--- config.mk ---
export PLATFORM = sky130hd
export DESIGN_NAME = pu_feed_seq
export DESIGN_NICKNAME = d
export VERILOG_FILES = /design/src/rtl/pu_feed_pkg.sv /design/src/rtl/pu_feed_lanes.sv /design/src/rtl/pu_feed_seq.sv
export SDC_FILE = /design/constraint.sdc
export NUM_CORES = 1
export LEC_CHECK = 0
export ABC_CLOCK_PERIOD_IN_PS = 2600
export CAP_MARGIN = 10
export CORE_MARGIN = 4
export CORE_UTILIZATION = 36
export CTS_CLUSTER_DIAMETER = 200
export CTS_CLUSTER_SIZE = 30
export DETAILED_ROUTE_END_ITERATION = 16
export DONT_BUFFER_PORTS = 1
export GPL_TIMING_DRIVEN = 0
export SLEW_MARGIN = 10
export SYNTH_ARGS = -nofsm -noshare
export SYNTH_HDL_FRONTEND = slang
export SYNTH_HIERARCHICAL = 1
export SYNTH_SLANG_ARGS = --single-unit
--- constraint.sdc ---
create_clock -name clk -period 2.6 [get_ports clk]
set_input_delay 0.26 -clock clk [delete_from_list [all_inputs] [get_ports clk]]
set_output_delay 0.26 -clock clk [all_outputs]
set_load 0.1 [all_outputs]
--- src/rtl/pu_feed_pkg.sv ---
// pu_feed_pkg: shared constants and FSM state type for the PU feeder.
package pu_feed_pkg;

  localparam int unsigned DW         = 5;
  localparam int unsigned N_LANES    = 4;
  localparam int unsigned IDX_W      = $clog2(N_LANES);
  localparam int unsigned PU_LAT_DEF = 1;

  typedef enum logic [1:0] {
    FILL  = 2'd0,
    ISSUE = 2'd1,
    WAIT  = 2'd2,
    HOLD  = 2'd3
  } state_e;

endpackage

--- src/rtl/pu_feed_lanes.sv ---
// pu_feed_lanes: N_LANES x DW register bank with indexed write.
// With zfill_i set, every lane above the written index is cleared on the
// same edge (used to close a short vector).
module pu_feed_lanes
  import pu_feed_pkg::*;
#(
  parameter int unsigned DW = pu_feed_pkg::DW
) (
  input  logic                         clk,
  input  logic                         rst,
  input  logic                         wr_en_i,
  input  logic [IDX_W-1:0]             wr_idx_i,
  input  logic [DW-1:0]                wr_data_i,
  input  logic                         zfill_i,
  output logic [N_LANES-1:0][DW-1:0]   lanes_o
);

  logic [N_LANES-1:0][DW-1:0] lanes_q, lanes_d;

  // Next lane contents: write the selected lane, optionally zero the ones above.
  always_comb begin
    lanes_d = lanes_q;
    if (wr_en_i) begin
      for (int unsigned i = 0; i < N_LANES; i++) begin
        if (i == 32'(wr_idx_i)) begin
          lanes_d[i] = wr_data_i;
        end else if (zfill_i && (i > 32'(wr_idx_i))) begin
          lanes_d[i] = '0;
        end
      end
    end
  end

  // Lane storage, cleared by reset.
  always_ff @(posedge clk or negedge rst) begin
    if (!rst) begin
      lanes_q <= '0;
    end else begin
      lanes_q <= lanes_d;
    end
  end

  assign lanes_o = lanes_q;

endmodule

--- src/rtl/pu_feed_seq.sv ---
// pu_feed_seq: serial-to-lane feeder for the 4-lane PU.
// Packs four accepted activations into x1..x4, holds weights w1..w4,
// waits PU_LAT cycles and captures pu_out into a handshaked result register.
// Optional feature macro: PU_FEED_FLUSH_EN (adds in_last for short vectors).
module pu_feed_seq
  import pu_feed_pkg::*;
#(
  parameter int unsigned DW     = pu_feed_pkg::DW,
  parameter int unsigned PU_LAT = PU_LAT_DEF
) (
  input  logic          clk,
  input  logic          rst,
  input  logic [DW-1:0] in_data,
  input  logic          in_valid,
`ifdef PU_FEED_FLUSH_EN
  input  logic          in_last,
`endif
  output logic          in_ready,
  input  logic          w_load,
  input  logic [1:0]    w_addr,
  input  logic [DW-1:0] w_data,
  output logic          w_ready,
  output logic [DW-1:0] x1,
  output logic [DW-1:0] x2,
  output logic [DW-1:0] x3,
  output logic [DW-1:0] x4,
  output logic [DW-1:0] w1,
  output logic [DW-1:0] w2,
  output logic [DW-1:0] w3,
  output logic [DW-1:0] w4,
  output logic          vec_valid,
  input  logic [DW-1:0] pu_out,
  output logic [DW-1:0] res_data,
  output logic          res_valid,
  input  logic          res_ready
);

  localparam int unsigned CW = (PU_LAT > 1) ? $clog2(PU_LAT) : 1;

  state_e            state_q, state_d;
  logic [IDX_W-1:0]  cnt_q, cnt_d;
  logic [CW-1:0]     wait_q, wait_d;
  logic              in_ready_q, in_ready_d;
  logic              w_ready_q, w_ready_d;
  logic              vec_valid_q, vec_valid_d;
  logic              res_valid_q, res_valid_d;
  logic [DW-1:0]     res_q, res_d;

  logic              acc;
  logic              acc_last;
  logic              zfill;
  logic              w_wr;

  logic [N_LANES-1:0][DW-1:0] x_lanes;
  logic [N_LANES-1:0][DW-1:0] w_lanes;

  // The registered ready flags double as the acceptance gates; they track
  // state FILL except during the first cycle after reset release.
  assign acc  = in_valid & in_ready_q;
  assign w_wr = w_load & w_ready_q;

`ifdef PU_FEED_FLUSH_EN
  assign zfill    = in_last;
  assign acc_last = acc & (in_last | (cnt_q == IDX_W'(N_LANES - 1)));
`else
  assign zfill    = 1'b0;
  assign acc_last = acc & (cnt_q == IDX_W'(N_LANES - 1));
`endif

  // Next-state and next-output computation for the feeder FSM.
  always_comb begin
    state_d = state_q;
    cnt_d   = cnt_q;
    wait_d  = wait_q;
    res_d   = res_q;
    unique case (state_q)
      FILL: begin
        if (acc) begin
          if (acc_last) begin
            cnt_d   = '0;
            state_d = ISSUE;
          end else begin
            cnt_d = cnt_q + IDX_W'(1);
          end
        end
      end
      ISSUE: begin
        wait_d  = CW'(PU_LAT - 1);
        state_d = WAIT;
      end
      WAIT: begin
        if (wait_q == '0) begin
          res_d   = pu_out;
          state_d = HOLD;
        end else begin
          wait_d = wait_q - CW'(1);
        end
      end
      HOLD: begin
        if (res_ready) begin
          state_d = FILL;
        end
      end
      default: state_d = FILL;
    endcase
    in_ready_d  = (state_d == FILL);
    w_ready_d   = (state_d == FILL);
    vec_valid_d = (state_d == ISSUE);
    res_valid_d = (state_d == HOLD);
  end

  // FSM state, counters and registered handshake outputs.
  always_ff @(posedge clk or negedge rst) begin
    if (!rst) begin
      state_q     <= FILL;
      cnt_q       <= '0;
      wait_q      <= '0;
      in_ready_q  <= 1'b0;
      w_ready_q   <= 1'b0;
      vec_valid_q <= 1'b0;
      res_valid_q <= 1'b0;
      res_q       <= '0;
    end else begin
      state_q     <= state_d;
      cnt_q       <= cnt_d;
      wait_q      <= wait_d;
      in_ready_q  <= in_ready_d;
      w_ready_q   <= w_ready_d;
      vec_valid_q <= vec_valid_d;
      res_valid_q <= res_valid_d;
      res_q       <= res_d;
    end
  end

  pu_feed_lanes #(.DW(DW)) u_x_lanes (
    .clk       (clk),
    .rst       (rst),
    .wr_en_i   (acc),
    .wr_idx_i  (cnt_q),
    .wr_data_i (in_data),
    .zfill_i   (zfill),
    .lanes_o   (x_lanes)
  );

  pu_feed_lanes #(.DW(DW)) u_w_lanes (
    .clk       (clk),
    .rst       (rst),
    .wr_en_i   (w_wr),
    .wr_idx_i  (w_addr),
    .wr_data_i (w_data),
    .zfill_i   (1'b0),
    .lanes_o   (w_lanes)
  );

  assign x1 = x_lanes[0];
  assign x2 = x_lanes[1];
  assign x3 = x_lanes[2];
  assign x4 = x_lanes[3];
  assign w1 = w_lanes[0];
  assign w2 = w_lanes[1];
  assign w3 = w_lanes[2];
  assign w4 = w_lanes[3];

  assign in_ready  = in_ready_q;
  assign w_ready   = w_ready_q;
  assign vec_valid = vec_valid_q;
  assign res_valid = res_valid_q;
  assign res_data  = res_q;

endmodule

After elaboration in Yosys (flattened, before gate mapping)
Index checks and enable logic that the tools add are counted.
{"block": "classes", "addsub": 2, "muxes": 8, "bitwise_logic": 4, "eq_ne": 12, "n_reduce_logical": 15}
{"operator": "$reduce_and 2->1", "n": 10}
{"operator": "$mux 2", "n": 5}
{"operator": "$eq 2x2->1 const A", "n": 4}
{"operator": "$eq 2x2->1 const B", "n": 4}
{"operator": "$logic_not 2->1", "n": 4}
{"operator": "$pmux 2 s4", "n": 1}
{"operator": "$eq 1x2->1 const A", "n": 2}
{"operator": "$eq 2x1->1 const B", "n": 2}
{"operator": "$and 1x1->1", "n": 3}
{"operator": "$add 2x1->2 const B", "n": 1}
{"operator": "$pmux 1 s2", "n": 1}
{"operator": "$reduce_bool 2->1", "n": 1}
{"operator": "$mux 1", "n": 1}
{"operator": "$not 1->1", "n": 1}
{"operator": "$sub 1x1->1 const B", "n": 1}
{"block": "totals", "out_inout_bits": 49, "inputBits": 22, "ff_bits": 53, "wordCells": 56}

Longest topological paths before layout
{"block": "depth", "depth_word": 6, "depth_mapped": 4, "ltp_nobuf": 4}

Cells and area by module
Netlist, hierarchy kept.
{"mod": "pu_feed_lanes", "n_inst": 2, "cells_per_inst": 61, "area_each_um2": 795.8}
{"mod": "pu_feed_seq", "n_inst": 1, "cells_per_inst": 35, "area_each_um2": 510.5}

Worst setup path before layout
OpenSTA, ideal clock, no wires.
{"block": "synth_timing", "path_type": "flip-flop to flip-flop", "startpoint": "reg w_ready_q, in the netlist w_ready", "endpoint": "reg u_w_lanes.lanes_q, in the netlist u_w_lanes/lanes_o[0]", "arrival_ns": 1.976, "stages_incl_launch_ff": 5, "setup_slack_ns": 0.499, "synth_period_minus_slack_ns": 2.101, "cell_sequence": "dfrtp_1 > and2_1 > nor2b_1 > and2b_4 > mux2_2"}
{"block": "synth_between", "elab_chain_cells": 2}
{"item": "from (decl)", "line": "pu_feed_seq.sv:44", "text": "logic w_ready_q, w_ready_d;"}
{"item": "from (signal assigned)", "line": "pu_feed_seq.sv:128", "text": "w_ready_q <= w_ready_d;"}
{"item": "$and 1x1->1", "line": "pu_feed_seq.sv:60", "text": "assign w_wr = w_load & w_ready_q;"}
{"item": "via w_wr", "line": "pu_feed_seq.sv:52", "text": "logic w_wr;"}
{"item": "$reduce_and 2->1 (no source line)"}
{"item": "to (signal assigned)", "line": "pu_feed_lanes.sv:39", "text": "lanes_q <= lanes_d;"}
{"item": "to (decl)", "line": "pu_feed_lanes.sv:18", "text": "logic [N_LANES-1:0][DW-1:0] lanes_q, lanes_d;"}
The timed path passes the listed nets, and every way through them passes these cells.
A chain may end at the register's enable or synchronous reset.

Worst setup path in the final report
{"block": "layout_timing", "startpoint": "reg w_ready_q, in the netlist w_ready", "endpoint": "reg u_w_lanes.lanes_q, in the netlist u_w_lanes/lanes_o[1]"}
The elaborated chain is that of the path after synthesis.

==> qor.txt <==
Pins Over Slew Limit: 0
count leader, synth: dfrtp_1
Clock Pin Slew Worst Setup and Hold Paths: 0.10 ns
vias in the first global route: 1481
Die Width: 84.4 um
clock root buffer master: clkbuf_8
placed cell areas: 2210 sq um
clk_skew: 0.0114 ns
Setup CP Type: reg -> reg
initial antenna violation count: 0
std cell rows: 27
top cells by area, synth: dfrtp_1, a22o_1, mux2_2, nand2_1, a32oi_1
ANT nets after route: 0
largest net degree at the start of global routing: 53
Async SR Flop Fraction: 100%
CP max stage cell: dfrtp_1
Reg-to-Reg Start: w_ready
grt total ovfl: 0
CTS H-tree lvls: 2
global placer's final weighted congestion: 0.870
first-pass GRT wire length: 7820 um
reg2reg end: u_w_lanes/lanes_o[1]
Crit path max-delay family: flip-flops
Die Ht: 84.4 um
slowest stage delay, CP: 1.03 ns
nets@finish: 194
cell count along the critical path: 4
Final setup viols: 0
post-synth cell types: 24
Final Hold Vio Count: 0
hpwl dp: 3690 um
WP data arrival: 2.52 ns
fmax: 428 MHz
fin crit share: 89.8%
Crit. End Element: flop
clock tree sinks: 52
vias per cell: 5.48
Post-CTS Setup Bufs: 0
Buffers & Inverters on Critical Path: 0
worst path cell trace: and2_1, nor2b_1, and2b_4, mux2_2
diodes inserted: 0
Core ar.: 5570 sq um
TritonCTS clock tree: yes
worst min-delay path class: in -> reg
critical path startpoint: w_ready
worst skew pair latency: 0.31 ns
last element of the critical path: u_w_lanes/lanes_o[1]
unrepaired setup endpoints after global routing: no
number of synthesized flops with an enable pin: 0
CTS Buffer Depth: 2
Starting Density: 37.7%
leading area contributor after synthesis: dfrtp_1
max-cap violation count: 0
via count: 1336
PortBufs: 0
TritonCTS Buffers: 5
fraction of layout cells with a size suffix above 1: 20.9%
Commonest cells post-synth: dfrtp_1, a22o_1, nand2_1, mux2_2, a32oi_1
Total Neg Setup Slack: 0 ns
required time of the critical path: 2.78 ns
register area share after synthesis: 61.9%
#FFs+latches synth: 52
Critical Path Start Type: flop
Least-Margin Pin Slew: 1.03 ns
wire length per cell: 20.0 um
Yosys warnings: 6
reg2reg path depth: 4
post-route cell area: 2340 sq um
DR iter-0 viols: 56
detailed-route DRC error count: 0
dominant synthesized flop cell: dfrtp_1
GRT Util Overall: 13.8%
status: finished clean
die area: 7130 sq um
crit path time final: 2.33 ns
first-pass detailed-route iteration total: 4
Max-slew headroom: 31.3%
IO Count: 71
share of the synthesized area in the top cell type: 61.9%
syn avg cell area: 13.4 sq um
Synth Instances: 157
FF-to-FF setup slack: 0.27 ns
Routed Wire Length: 4880 um
Post-Syn Area: 2100 sq um
CP max FO: 7
Area Overhead vs Synth: 11.4%
hold_ws: 0.0841 ns
[layout by cell type (no fill, tap or decap), types with 2 or more instances in the layout]
cell type	synthesis	layout
mux2_2	17	17
and3_1	2	2
conb_1	1	6
o21ai_0	6	6
clkbuf_8	0	5
and2_1	6	6
a22o_1	22	22
inv_6	0	2
nor2b_1	4	4
nand3_1	2	2
nand2_1	21	21
and2b_4	2	2
a32oi_1	8	8
clkbuf_2	2	2
o21ai_2	2	2
dfrtp_1	52	52
[per-layer routing]
layer	global-route usage, %	vias to the layer above	part of all wire, %
met1	14.8	665	35
met2	24.0	69	52
met4	3.74	0	0.41
met3	6.97	2	12
met5	0	-	0
li1	-	600	-
[sequential cells by signal, indices dropped and copies added (netlist names)]
signal / cells
cnt_q: 2
vec_valid: 1
res_valid: 1
res_data: 5
state_q: 2
w_ready: 1
u_x_lanes/lanes_o: 20
u_w_lanes/lanes_o: 20
[area by class of cell]
class	instances	area (sq um)
multi-input combinational	107	802
tap	72	90.1
timing repair buffer	2	37.5
clock inverter	3	25.0
sequential	52	1300
buffer	3	17.5
clock buffer	5	68.8
fill	547	3230
[through the flow]
step | setup WS, ns | instances | util [%]
4_1_cts | 0.250 | 244 | 42.0
3_3_place_gp | 0.305 | 234 | 39.7
3_5_place_dp | 0.266 | 234 | 39.7
5_1_grt | 0.182 | 244 | 42.0
2_1_floorplan | 0.499 | 162 | -
6_report | 0.265 | 244 | 42.0
[worst min path at each step]
| stage | slack (ns) | end | startpoint | cells after the start |
|---|---|---|---|---|
| after floorplan | -0.04 | cnt_q[0] | rst | 0 |
| after global placement | -0.03 | u_w_lanes/lanes_o[9] | rst | 0 |
| after detailed placement | -0.03 | u_w_lanes/lanes_o[9] | rst | 0 |
| after CTS | 0.07 | u_x_lanes/lanes_o[8] | in_data[3] | 1 |
| after global routing | 0.06 | u_x_lanes/lanes_o[8] | in_data[3] | 1 |
| final | 0.08 | u_x_lanes/lanes_o[8] | in_data[3] | 1 |
[worst reg2reg max path, cell delays in order (launching register included)]
cell	delay, ns
dfrtp_1	1.03
and2_1	0.38
nor2b_1	0.24
and2b_4	0.22
mux2_2	0.34
[cell families after synthesis]
family / Yosys count / share of synthesized area (%)
DFF: 52 / 61.9
adders and majority gates: 1 / 0.595
buffers and inverters: 3 / 0.833
muxes: 17 / 9.11
other: 1 / 0.178
and+or+nand+nor: 41 / 11.0
AOI/OAI and AO/OA: 42 / 16.4
[what timing repair did]
item / 4_1_cts / 5_1_grt
hold buffers: 2 / 0
endpoints found under the hold margin: 52 / 0
resized for setup: 0 / 0
Power is not shown: default switching activity piles up to over one toggle a cycle in this logic, so the estimate is an artifact.
